File: config.mk
export PLATFORM = sky130hd
export DESIGN_NAME = tm1638_regbank
export DESIGN_NICKNAME = d
export VERILOG_FILES = /design/src/rtl/tm1638_regbank.sv
export SDC_FILE = /design/constraint.sdc
export NUM_CORES = 1
export LEC_CHECK = 0
export CAP_MARGIN = 20
export CORE_ASPECT_RATIO = 1.4
export CORE_MARGIN = 2
export CORE_UTILIZATION = 40
export CTS_CLUSTER_SIZE = 25
export DETAILED_ROUTE_END_ITERATION = 10
export GPL_ROUTABILITY_DRIVEN = 1
export PLACE_DENSITY = 0.67
export REMOVE_ABC_BUFFERS = 1
export SYNTH_ARGS = -nofsm -noshare
export SYNTH_HDL_FRONTEND = slang
export SYNTH_SLANG_ARGS = --single-unit
export TNS_END_PERCENT = 100
File: constraint.sdc
create_clock -name clk -period 3 [get_ports clk]
set_input_delay 0.45 -clock clk [delete_from_list [all_inputs] [get_ports clk]]
set_output_delay 0.45 -clock clk [all_outputs]
set_load 0.02 [all_outputs]
File: src/rtl/tm1638_regbank.sv
// TM1638 second-generation bus register bank: digit/LED/control registers, button
// debounce, press/release event FIFO and interrupt. Define TM1638_DEBOUNCE_EN to build the debounce counters.
module tm1638_regbank #(
  parameter logic [11:0] CFG_ADDR       = 12'hFF0,
  parameter int          NUM_DIGITS     = 8,
  parameter int          FIFO_DEPTH     = 4,
  parameter int          DEBOUNCE_SCANS = 3
) (
  input  logic                    clk,
  input  logic                    reset_n,
  input  logic [15:0]             addr,
  input  logic [7:0]              din,
  input  logic                    wr,
  input  logic                    rd,
  output logic [7:0]              dout,
  output logic                    cs,
  output logic                    irq,
  output logic [8*NUM_DIGITS-1:0] digits,
  output logic [7:0]              leds,
  output logic                    disp_on,
  output logic [2:0]              bright,
  input  logic [7:0]              buttons_in,
  input  logic                    buttons_valid
);

  localparam int            PW       = (FIFO_DEPTH > 1) ? $clog2(FIFO_DEPTH) : 1;
  localparam int            CW       = PW + 1;
  localparam logic [CW-1:0] FULL_CNT = CW'(FIFO_DEPTH);

  localparam logic [3:0] OFF_LEDS   = 4'h8;
  localparam logic [3:0] OFF_STABLE = 4'h9;
  localparam logic [3:0] OFF_EVENT  = 4'hA;
  localparam logic [3:0] OFF_STATUS = 4'hB;
  localparam logic [3:0] OFF_IRQEN  = 4'hC;
  localparam logic [3:0] OFF_CTRL   = 4'hF;

  if (NUM_DIGITS < 1 || NUM_DIGITS > 8 || FIFO_DEPTH < 2 || FIFO_DEPTH > 16 ||
      (FIFO_DEPTH & (FIFO_DEPTH - 1)) != 0 || DEBOUNCE_SCANS < 1 || DEBOUNCE_SCANS > 15)
  begin : g_bad_param
    $error("tm1638_regbank: parameter out of range");
  end

  logic [7:0]    r_digits [NUM_DIGITS];
  logic [7:0]    r_leds;
  logic          r_disp_on;
  logic [2:0]    r_bright;
  logic [1:0]    r_irq_en;
  logic          r_ovf;
  logic [7:0]    r_fifo [FIFO_DEPTH];
  logic [PW-1:0] r_wp, r_rp;
  logic [CW-1:0] r_count;
  logic [7:0]    r_stable, r_pend, r_pol;
  logic          r_ev_rd_q;
  logic [7:0]    r_dout;
  logic          r_cs, r_irq;

  logic       w_hit, w_wr, w_rd, w_ev_rd, w_pop, w_push, w_push_ok, w_ovf_set;
  logic       w_empty, w_full;
  logic [3:0] w_off;
  logic [2:0] w_idx;
  logic [7:0] w_flip, w_new_stable, w_event, w_head, w_status, w_rdata;

  assign w_hit   = (addr[15:4] == CFG_ADDR);
  assign w_off   = addr[3:0];
  assign w_wr    = w_hit & wr;
  assign w_rd    = w_hit & rd;
  assign w_empty = (r_count == '0);
  assign w_full  = (r_count == FULL_CNT);

  // Pop only on the first cycle of an event-register read so a held strobe pops once.
  assign w_ev_rd   = w_rd & (w_off == OFF_EVENT);
  assign w_pop     = w_ev_rd & ~r_ev_rd_q & ~w_empty;
  assign w_push    = |r_pend;
  assign w_push_ok = w_push & (~w_full | w_pop);
  assign w_ovf_set = w_push & ~w_push_ok;

`ifdef TM1638_DEBOUNCE_EN
  localparam logic [3:0] DB_LIMIT = 4'(DEBOUNCE_SCANS);
  logic [3:0] r_cnt [8];
  logic [3:0] w_cnt_nxt [8];

  // NOTE: every always_comb output gets a default first, otherwise a latch is inferred.
  always_comb begin
    w_flip = '0;
    for (int i = 0; i < 8; i++) begin
      w_cnt_nxt[i] = r_cnt[i];
      if (buttons_valid) begin
        if (buttons_in[i] != r_stable[i]) begin
          if (r_cnt[i] + 4'd1 == DB_LIMIT) begin
            w_flip[i]    = 1'b1;
            w_cnt_nxt[i] = '0;
          end else begin
            w_cnt_nxt[i] = r_cnt[i] + 4'd1;
          end
        end else begin
          w_cnt_nxt[i] = '0;
        end
      end
    end
  end

  always_ff @(posedge clk) begin
    if (!reset_n) begin
      for (int i = 0; i < 8; i++) r_cnt[i] <= '0;
    end else begin
      r_cnt <= w_cnt_nxt;
    end
  end
`else
  assign w_flip = buttons_valid ? (buttons_in ^ r_stable) : 8'h00;
`endif

  assign w_new_stable = r_stable ^ w_flip;

  always_comb begin
    w_idx = '0;
    for (int i = 7; i >= 0; i--) begin
      if (r_pend[i]) w_idx = 3'(i);
    end
  end

  assign w_event  = {~r_pol[w_idx], 4'b0000, w_idx};
  assign w_head   = w_empty ? 8'h00 : r_fifo[r_rp];
  assign w_status = {r_ovf, w_empty, w_full, 5'(r_count)};

  always_comb begin
    w_rdata = '0;
    case (w_off)
      OFF_LEDS:   w_rdata = r_leds;
      OFF_STABLE: w_rdata = r_stable;
      OFF_EVENT:  w_rdata = w_head;
      OFF_STATUS: w_rdata = w_status;
      OFF_IRQEN:  w_rdata = {6'b0, r_irq_en};
      OFF_CTRL:   w_rdata = {4'b0, r_disp_on, r_bright};
      default: begin
        for (int i = 0; i < NUM_DIGITS; i++) begin
          if (w_off == 4'(i)) w_rdata = r_digits[i];
        end
      end
    endcase
  end

  // NOTE: state uses non-blocking assignments so every register samples pre-edge values.
  always_ff @(posedge clk) begin
    if (!reset_n) begin
      for (int i = 0; i < NUM_DIGITS; i++) r_digits[i] <= '0;
      r_leds    <= '0;
      r_disp_on <= 1'b1;
      r_bright  <= 3'd7;
      r_irq_en  <= '0;
      r_ovf     <= 1'b0;
      r_wp      <= '0;
      r_rp      <= '0;
      r_count   <= '0;
      r_stable  <= '0;
      r_pend    <= '0;
      r_pol     <= '0;
      r_ev_rd_q <= 1'b0;
      r_dout    <= '0;
      r_cs      <= 1'b0;
      r_irq     <= 1'b0;
    end else begin
      for (int i = 0; i < NUM_DIGITS; i++) begin
        if (w_wr && w_off == 4'(i)) r_digits[i] <= din;
      end
      if (w_wr) begin
        case (w_off)
          OFF_LEDS:  r_leds   <= din;
          OFF_IRQEN: r_irq_en <= din[1:0];
          OFF_CTRL: begin
            r_disp_on <= din[3];
            r_bright  <= din[2:0];
          end
          default: ;
        endcase
      end
      if (w_ovf_set) r_ovf <= 1'b1;
      else if (w_wr && w_off == OFF_STATUS && din[7]) r_ovf <= 1'b0;

      if (w_push_ok) r_wp <= r_wp + PW'(1);
      if (w_pop)     r_rp <= r_rp + PW'(1);
      r_count <= r_count + CW'(w_push_ok) - CW'(w_pop);

      r_stable  <= w_new_stable;
      r_pend    <= (r_pend & ~(8'h01 << w_idx)) | w_flip;
      r_pol     <= (r_pol & ~w_flip) | (w_new_stable & w_flip);
      r_ev_rd_q <= w_ev_rd;

      r_cs <= w_rd;
      if (w_rd) r_dout <= w_rdata;
      r_irq <= (r_irq_en[0] & ~w_empty) | (r_irq_en[1] & r_ovf);
    end
  end

  // NOTE: FIFO storage is left unreset; the pointers and count alone define its contents.
  always_ff @(posedge clk) begin
    if (w_push_ok) r_fifo[r_wp] <= w_event;
  end

  for (genvar g = 0; g < NUM_DIGITS; g++) begin : g_digit
    assign digits[8*g +: 8] = r_digits[g];
  end

  assign dout    = r_dout;
  assign cs      = r_cs;
  assign irq     = r_irq;
  assign leds    = r_leds;
  assign disp_on = r_disp_on;
  assign bright  = r_bright;

endmodule
==> results.json, run 1 <==
{
  "outcome": "completed",
  "cts_tree": "yes",
  "initial_core_util": 0.409,
  "avgSynthCellArea_um2": 10.8,
  "drt_iter0_drc": 379,
  "min_period_over_period": 0.951,
  "design.portCount": 123,
  "clock_tree.root_cell": "clkbuf_16",
  "grt_max_degree": 37,
  "crit_arrival_ps": 3160,
  "crit_path_end_kind": "register",
  "required_ps": 3310,
  "crit_type": "input pin to register",
  "synth_edf_count": 80,
  "tightest_slew_ps": 985,
  "ys_warn_count": 0,
  "dp.cells": 913,
  "drive_gt1_frac": 0.152,
  "async_reset_ff_frac": 0,
  "crit_family": "simple AND/OR/NAND/NOR gates",
  "cp_slowest_stage_delay_ps": 460,
  "die_h_um": 153,
  "gp_congestion": 0.862,
  "routed_wl_mm": 18.8,
  "holdWs_ps": 456,
  "drc": 0,
  "die_x_um": 110,
  "grt_antenna_before_repair": 0,
  "ctsLongestPathBuffers": 2,
  "synth.most_common_cell": "nor2_1",
  "fin_crit_ps": 2850,
  "ctsHoldBuffers": 0,
  "rows": 54,
  "maxCapViolations": 0,
  "synth.top_cell.area_share": 0.378,
  "r2r_slack_ps": 250,
  "num_antenna_cells": 0,
  "grt_pass1_wl_mm": 29.1,
  "final-instance-count-excl-fill": 946,
  "overflow": 0,
  "netlist_area_mm2": 0.00635,
  "powerDensity_mw_per_mm2": 628,
  "max_clock_freq_ghz": 0.351,
  "cp_cell_sequence": "clkdlybuf4s50_1 -> nor4_4 -> nand4_1 -> or3_4 -> a21boi_2 -> inv_1 -> ha_1 -> inv_1 -> ha_1 -> fa_1 -> xnor2_1 -> xnor2_1 -> nor2_1",
  "final_nets": 781,
  "h-tree-depth": 4,
  "synth_area_leaders": "edfxtp_1 (38%), dfxtp_1 (19%), nor2_1 (5.6%)",
  "cts.clk_slew.worst_paths_ps": 60,
  "post-route-util": 0.557,
  "worstPathMaxFanout": 2,
  "insertion_delay_ps": 420,
  "critPathBufInv": 3,
  "dp_hpwl_mm": 14.0,
  "synth_cells": 586,
  "firstDrtPassIters": 5,
  "timing.final.hold_violations": 0,
  "synthTopCellsByCount": "nor2_1 (94), edfxtp_1 (80), nand2_1 (60), dfxtp_1 (59), a21oi_1 (33)",
  "drv_slew": 0,
  "hold_path.class": "register to register",
  "maxSlewHeadroom": 0.341,
  "cp_slowest_cell": "clkdlybuf4s50_1",
  "skew_ps": 6.18,
  "wl_per_cell_um": 19.9,
  "syn2layout_area_growth_pct": 36.2,
  "grt_pass1_vias": 5316,
  "seq_area_frac_synth": 0.564,
  "die-area_mm2": 0.0169,
  "ys_ff_latch": 139,
  "clock-sinks": 139,
  "vdd_ir_drop_max_uv": 365,
  "ys_types": 62,
  "start_kind": "input pin",
  "vias": 5230,
  "io_buffers": 122,
  "grt_util_all_layers": 0.222,
  "antenna_left": 0,
  "core_region_area_mm2": 0.0155,
  "synth_ff_type": "edfxtp_1",
  "numCtsBuffers": 17,
  "yosysTopAreaCell": "edfxtp_1",
  "setup_viol_count_final": 0,
  "power_leakage_nw": 3.32,
  "viasPerCell": 5.53
}
-- path summary, 6_finish.rpt --
| check | start | endpoint | cells after the start |
|---|---|---|---|
| worst max-delay path | addr[6] | r_count[2] | 13 |
| worst max register to register | r_count[1] | r_count[2] | 12 |
| worst min-delay path | register | register | 2 |
| worst min register to register | register | register | 2 |
-- cells in the final DEF, fill, tap and decap left out, types with 3 or more instances in the layout --
cell type          n
clkinvlp_4         4
and3_1             3
nand3_1           11
and2_1             9
or2_2              3
o22ai_1            4
mux4_2            11
inv_1             24
dfxtp_1           59
a2111oi_0          5
nand4_1            5
o31ai_1            3
a32oi_1            3
inv_6              5
clkdlybuf4s50_1  120
xnor2_1            4
a22oi_1           12
ha_1               6
nor2b_1            3
xor2_1             7
clkbuf_16         17
nor2_1            94
o21ai_0           16
bufinv_16          4
nand2_1           60
edfxtp_1          80
and4_1             3
buf_4             39
mux2_2            10
mux2i_1           30
a21oi_1           33
nor3_1             7
a31oi_1            6
nand2_2            6
-- cell type report --
cell class,count,area (µm²)
Fill cell,1358,6890
Sequential cell,139,3580
Multi-Input combinational cell,392,2570
Timing Repair Buffer,161,1520
Clock buffer,17,425
Tap cell,196,245
Clock inverter,15,211
Inverter,26,97.6
-- repair_timing --
item / in CTS / in global routing
resized for setup: 0 / 4
setup endpoints to repair: 0 / 1
setup buffers: 0 / 1
hold endpoints to repair: 0 / 0
-- worst reg2reg max path, delay by kind of cell, from the launching register on --
kind	cells	cell delay, ps
adders and majority gates	3	820
xor gates and xnor gates	2	320
buffers and inverters	2	90
AOI/OAI and AO/OA	1	150
DFF	1	410
and+or+nand+nor	4	840
-- metrics by stage --
stage	setup slack, ps	setup TNS [ps]	total power [mW]	instance area, µm²
2_1_floorplan	112	0	2.80	6230
3_3_place_gp	-295	-431	3.17	7990
3_5_place_dp	-336	-554	3.21	7990
4_1_cts	93.9	0	5.44	8620
5_1_grt	-4.37	-4.37	5.62	8650
6_report	148	0	5.43	8650
-- per-layer routing --
metal,track usage,part of all wire
met5,0,0
met4,0.0911,0.031
met3,0.0464,0.052
met2,0.417,0.55
met1,0.240,0.37
-- report_power, final --
group | internal, mW | switching (mW)
sequential | 2.21 | 0.109
combinational | 0.384 | 0.481
clock | 1.41 | 0.840
-- flip-flops by register name, indices dropped and copies added, names as in the netlist, 2 cells and up, named ones only --
register and flops:
r_pend 8, leds 8, r_wp 2, r_fifo 16
r_irq_en 2, r_digits 64, r_stable 8, r_count 3
r_rp 2, dout 8, bright 3
-- kinds of logic (layout without fill, tap and decap cells) --
group | after synthesis | after routing | synth area share
multiplexers | 51 | 51 | 0.104
XOR/XNOR | 11 | 11 | 0.0152
adder cells (fa/ha/maj) | 7 | 7 | 0.0150
AND/OR/NAND/NOR | 223 | 223 | 0.164
flip-flops | 139 | 139 | 0.564
buffers and inverters | 55 | 219 | 0.0337
AO/OA/AOI/OAI | 100 | 100 | 0.104
Power figures use the tool's default switching activity.
==> inputs of run 2 (changes only) <==
--- a/config.mk
+++ b/config.mk
@@ -11,7 +11,6 @@
 export CORE_UTILIZATION = 40
 export CTS_CLUSTER_SIZE = 25
 export DETAILED_ROUTE_END_ITERATION = 10
-export GPL_ROUTABILITY_DRIVEN = 1
 export PLACE_DENSITY = 0.67
 export REMOVE_ABC_BUFFERS = 1
 export SYNTH_ARGS = -nofsm -noshare
==> results of run 2 <==
No change in the layout: final DEF, timing and power equal those of run 1.
==> inputs of run 3 (changes only) <==
--- a/config.mk
+++ b/config.mk
@@ -6,10 +6,10 @@
 export NUM_CORES = 1
 export LEC_CHECK = 0
 export CAP_MARGIN = 20
-export CORE_ASPECT_RATIO = 1.4
+export CORE_ASPECT_RATIO = 1.25
 export CORE_MARGIN = 2
 export CORE_UTILIZATION = 40
-export CTS_CLUSTER_SIZE = 25
+export CTS_CLUSTER_SIZE = 24
 export DETAILED_ROUTE_END_ITERATION = 10
 export PLACE_DENSITY = 0.67
 export REMOVE_ABC_BUFFERS = 1
==> run 3 against run 2 <==
Net effect: non-clock buffer count is 10 lower; sequential share of layout area is 0.47 points higher; critical endpoint unchanged; count of clock-buffer cells in the layout stayed put; highest routed layer unchanged; first-iteration DRC count is 13% lower.
==> results.json, run 3 (synthesis gave the netlist of run 1 again) <==
{
  "io_buffers": 122,
  "insertion_delay_ps": 430,
  "ctsLongestPathBuffers": 2,
  "vdd_ir_drop_max_uv": 360,
  "core_region_area_mm2": 0.0156,
  "required_ps": 3300,
  "initial_core_util": 0.408,
  "reg_top3": "r_digits (64), r_fifo (16)",
  "clock_tree.root_cell": "clkbuf_16",
  "drive_gt1_frac": 0.135,
  "syn2layout_area_growth_pct": 34.7,
  "vias": 5156,
  "hold_path.class": "register to register",
  "routed_wl_mm": 19.1,
  "fin_crit_ps": 2910,
  "maxSlewHeadroom": 0.379,
  "rows": 51,
  "powerDensity_mw_per_mm2": 610,
  "holdWs_ps": 473,
  "cp_cell_sequence": "clkdlybuf4s50_1 -> and4bb_2 -> nand2_1 -> or3_4 -> a21boi_2 -> inv_1 -> ha_1 -> inv_1 -> ha_1 -> fa_2 -> xnor2_2 -> xnor2_1 -> nor2_1",
  "outcome": "completed",
  "crit_arrival_ps": 3210,
  "rsz0062_at_grt": "no",
  "stdcell_area_mm2": 0.00855,
  "design.portCount": 123,
  "cp_slowest_cell": "clkdlybuf4s50_1",
  "final_nets": 771,
  "min_period_over_period": 0.970,
  "worstPathMaxFanout": 2,
  "setup_viol_count_final": 0,
  "firstDrtPassIters": 5,
  "die_h_um": 145,
  "clock-sinks": 139,
  "ctsHoldBuffers": 0,
  "maxCapViolations": 0,
  "final_cell_mix": "clkdlybuf4s50_1 (122), nor2_1 (94), edfxtp_1 (80), nand2_1 (60), dfxtp_1 (59)",
  "largest_reg_flops": 64,
  "post-route-util": 0.549,
  "cts_tree": "yes",
  "drc": 0,
  "cts.clk_slew.worst_paths_ps": 60,
  "fin_setup_tns_ps": 0,
  "num_antenna_cells": 0,
  "regMostFlops": "r_digits",
  "skew_ps": 6.52,
  "placed_cell_area_mm2": 0.00798,
  "grt_util_all_layers": 0.236,
  "drt_iter0_drc": 330,
  "gp_congestion": 0.935,
  "numCtsBuffers": 17,
  "start_kind": "input pin",
  "tightest_slew_ps": 928,
  "h-tree-depth": 4,
  "crit_type": "input pin to register",
  "die-area_mm2": 0.0169,
  "grt_max_degree": 44,
  "grt_antenna_before_repair": 0,
  "dp_hpwl_mm": 14.0,
  "grt_pass1_wl_mm": 29.3,
  "grt_pass1_vias": 5411,
  "power_leakage_nw": 3.26,
  "wl_per_cell_um": 20.1,
  "crit_family": "simple AND/OR/NAND/NOR gates",
  "power_mw": 5.22,
  "drv_slew": 0,
  "final_common_cell": "clkdlybuf4s50_1",
  "antenna_left": 0,
  "overflow": 0,
  "viasPerCell": 5.42,
  "crit_path_end_kind": "register",
  "cp_slowest_stage_delay_ps": 470,
  "critPathBufInv": 3,
  "max_clock_freq_ghz": 0.343,
  "die_x_um": 117,
  "timing.final.hold_violations": 0
}
run 3: cell type report:
type	count	area (µm²)
flip-flops and latches	139	3580
clock buffers	17	425
fillers	1373	7020
well taps	212	265
clock inverters	15	133
inverters	26	97.6
multi-input cells	392	2570
repair buffers	151	1480
run 3: path summary, 6_finish.rpt:
| path | slack (ps) | end | depth (start not counted) | start |
|---|---|---|---|---|
| hold reg to reg | 470 | register | 2 | register |
| setup reg to reg | 340 | r_count[2] | 12 | r_count[1] |
| setup / recovery | 90 | r_count[2] | 13 | addr[2] |
| hold / removal | 470 | register | 2 | register |
run 3: per-layer routing:
layer | part of all wire | track usage
met1 | 0.37 | 0.256
met2 | 0.52 | 0.415
met3 | 0.078 | 0.0808
met4 | 0.026 | 0.101
met5 | 0 | 0
run 3: repair_timing:
item / in CTS / in global routing
setup endpoints to repair: 0 / 1
resized for setup: 0 / 3
setup buffers: 0 / 0
run 3: power breakdown:
group / internal (mW) / total [mW] / switching, mW
clock network: 1.20 / 2.01 / 0.805
logic: 0.394 / 0.883 / 0.489
registers: 2.21 / 2.33 / 0.117
total: 3.80 / 5.22 / 1.41
run 3: worst register-to-register path: stages (launching register included):
cell and delay (ps):
dfxtp_1 460, or3_1 180, nand2_1 70, or3_4 380, a21boi_2 180, inv_1 60, ha_1 270, inv_1 40
ha_1 190, fa_2 360, xnor2_2 140, xnor2_1 150, nor2_1 60
run 3: metrics by stage:
stage	std cells	setup WS [ps]
2_1_floorplan	557	112
3_3_place_gp	920	-297
3_5_place_dp	920	-377
4_1_cts	952	75.5
5_1_grt	952	35.1
6_report	952	88.6
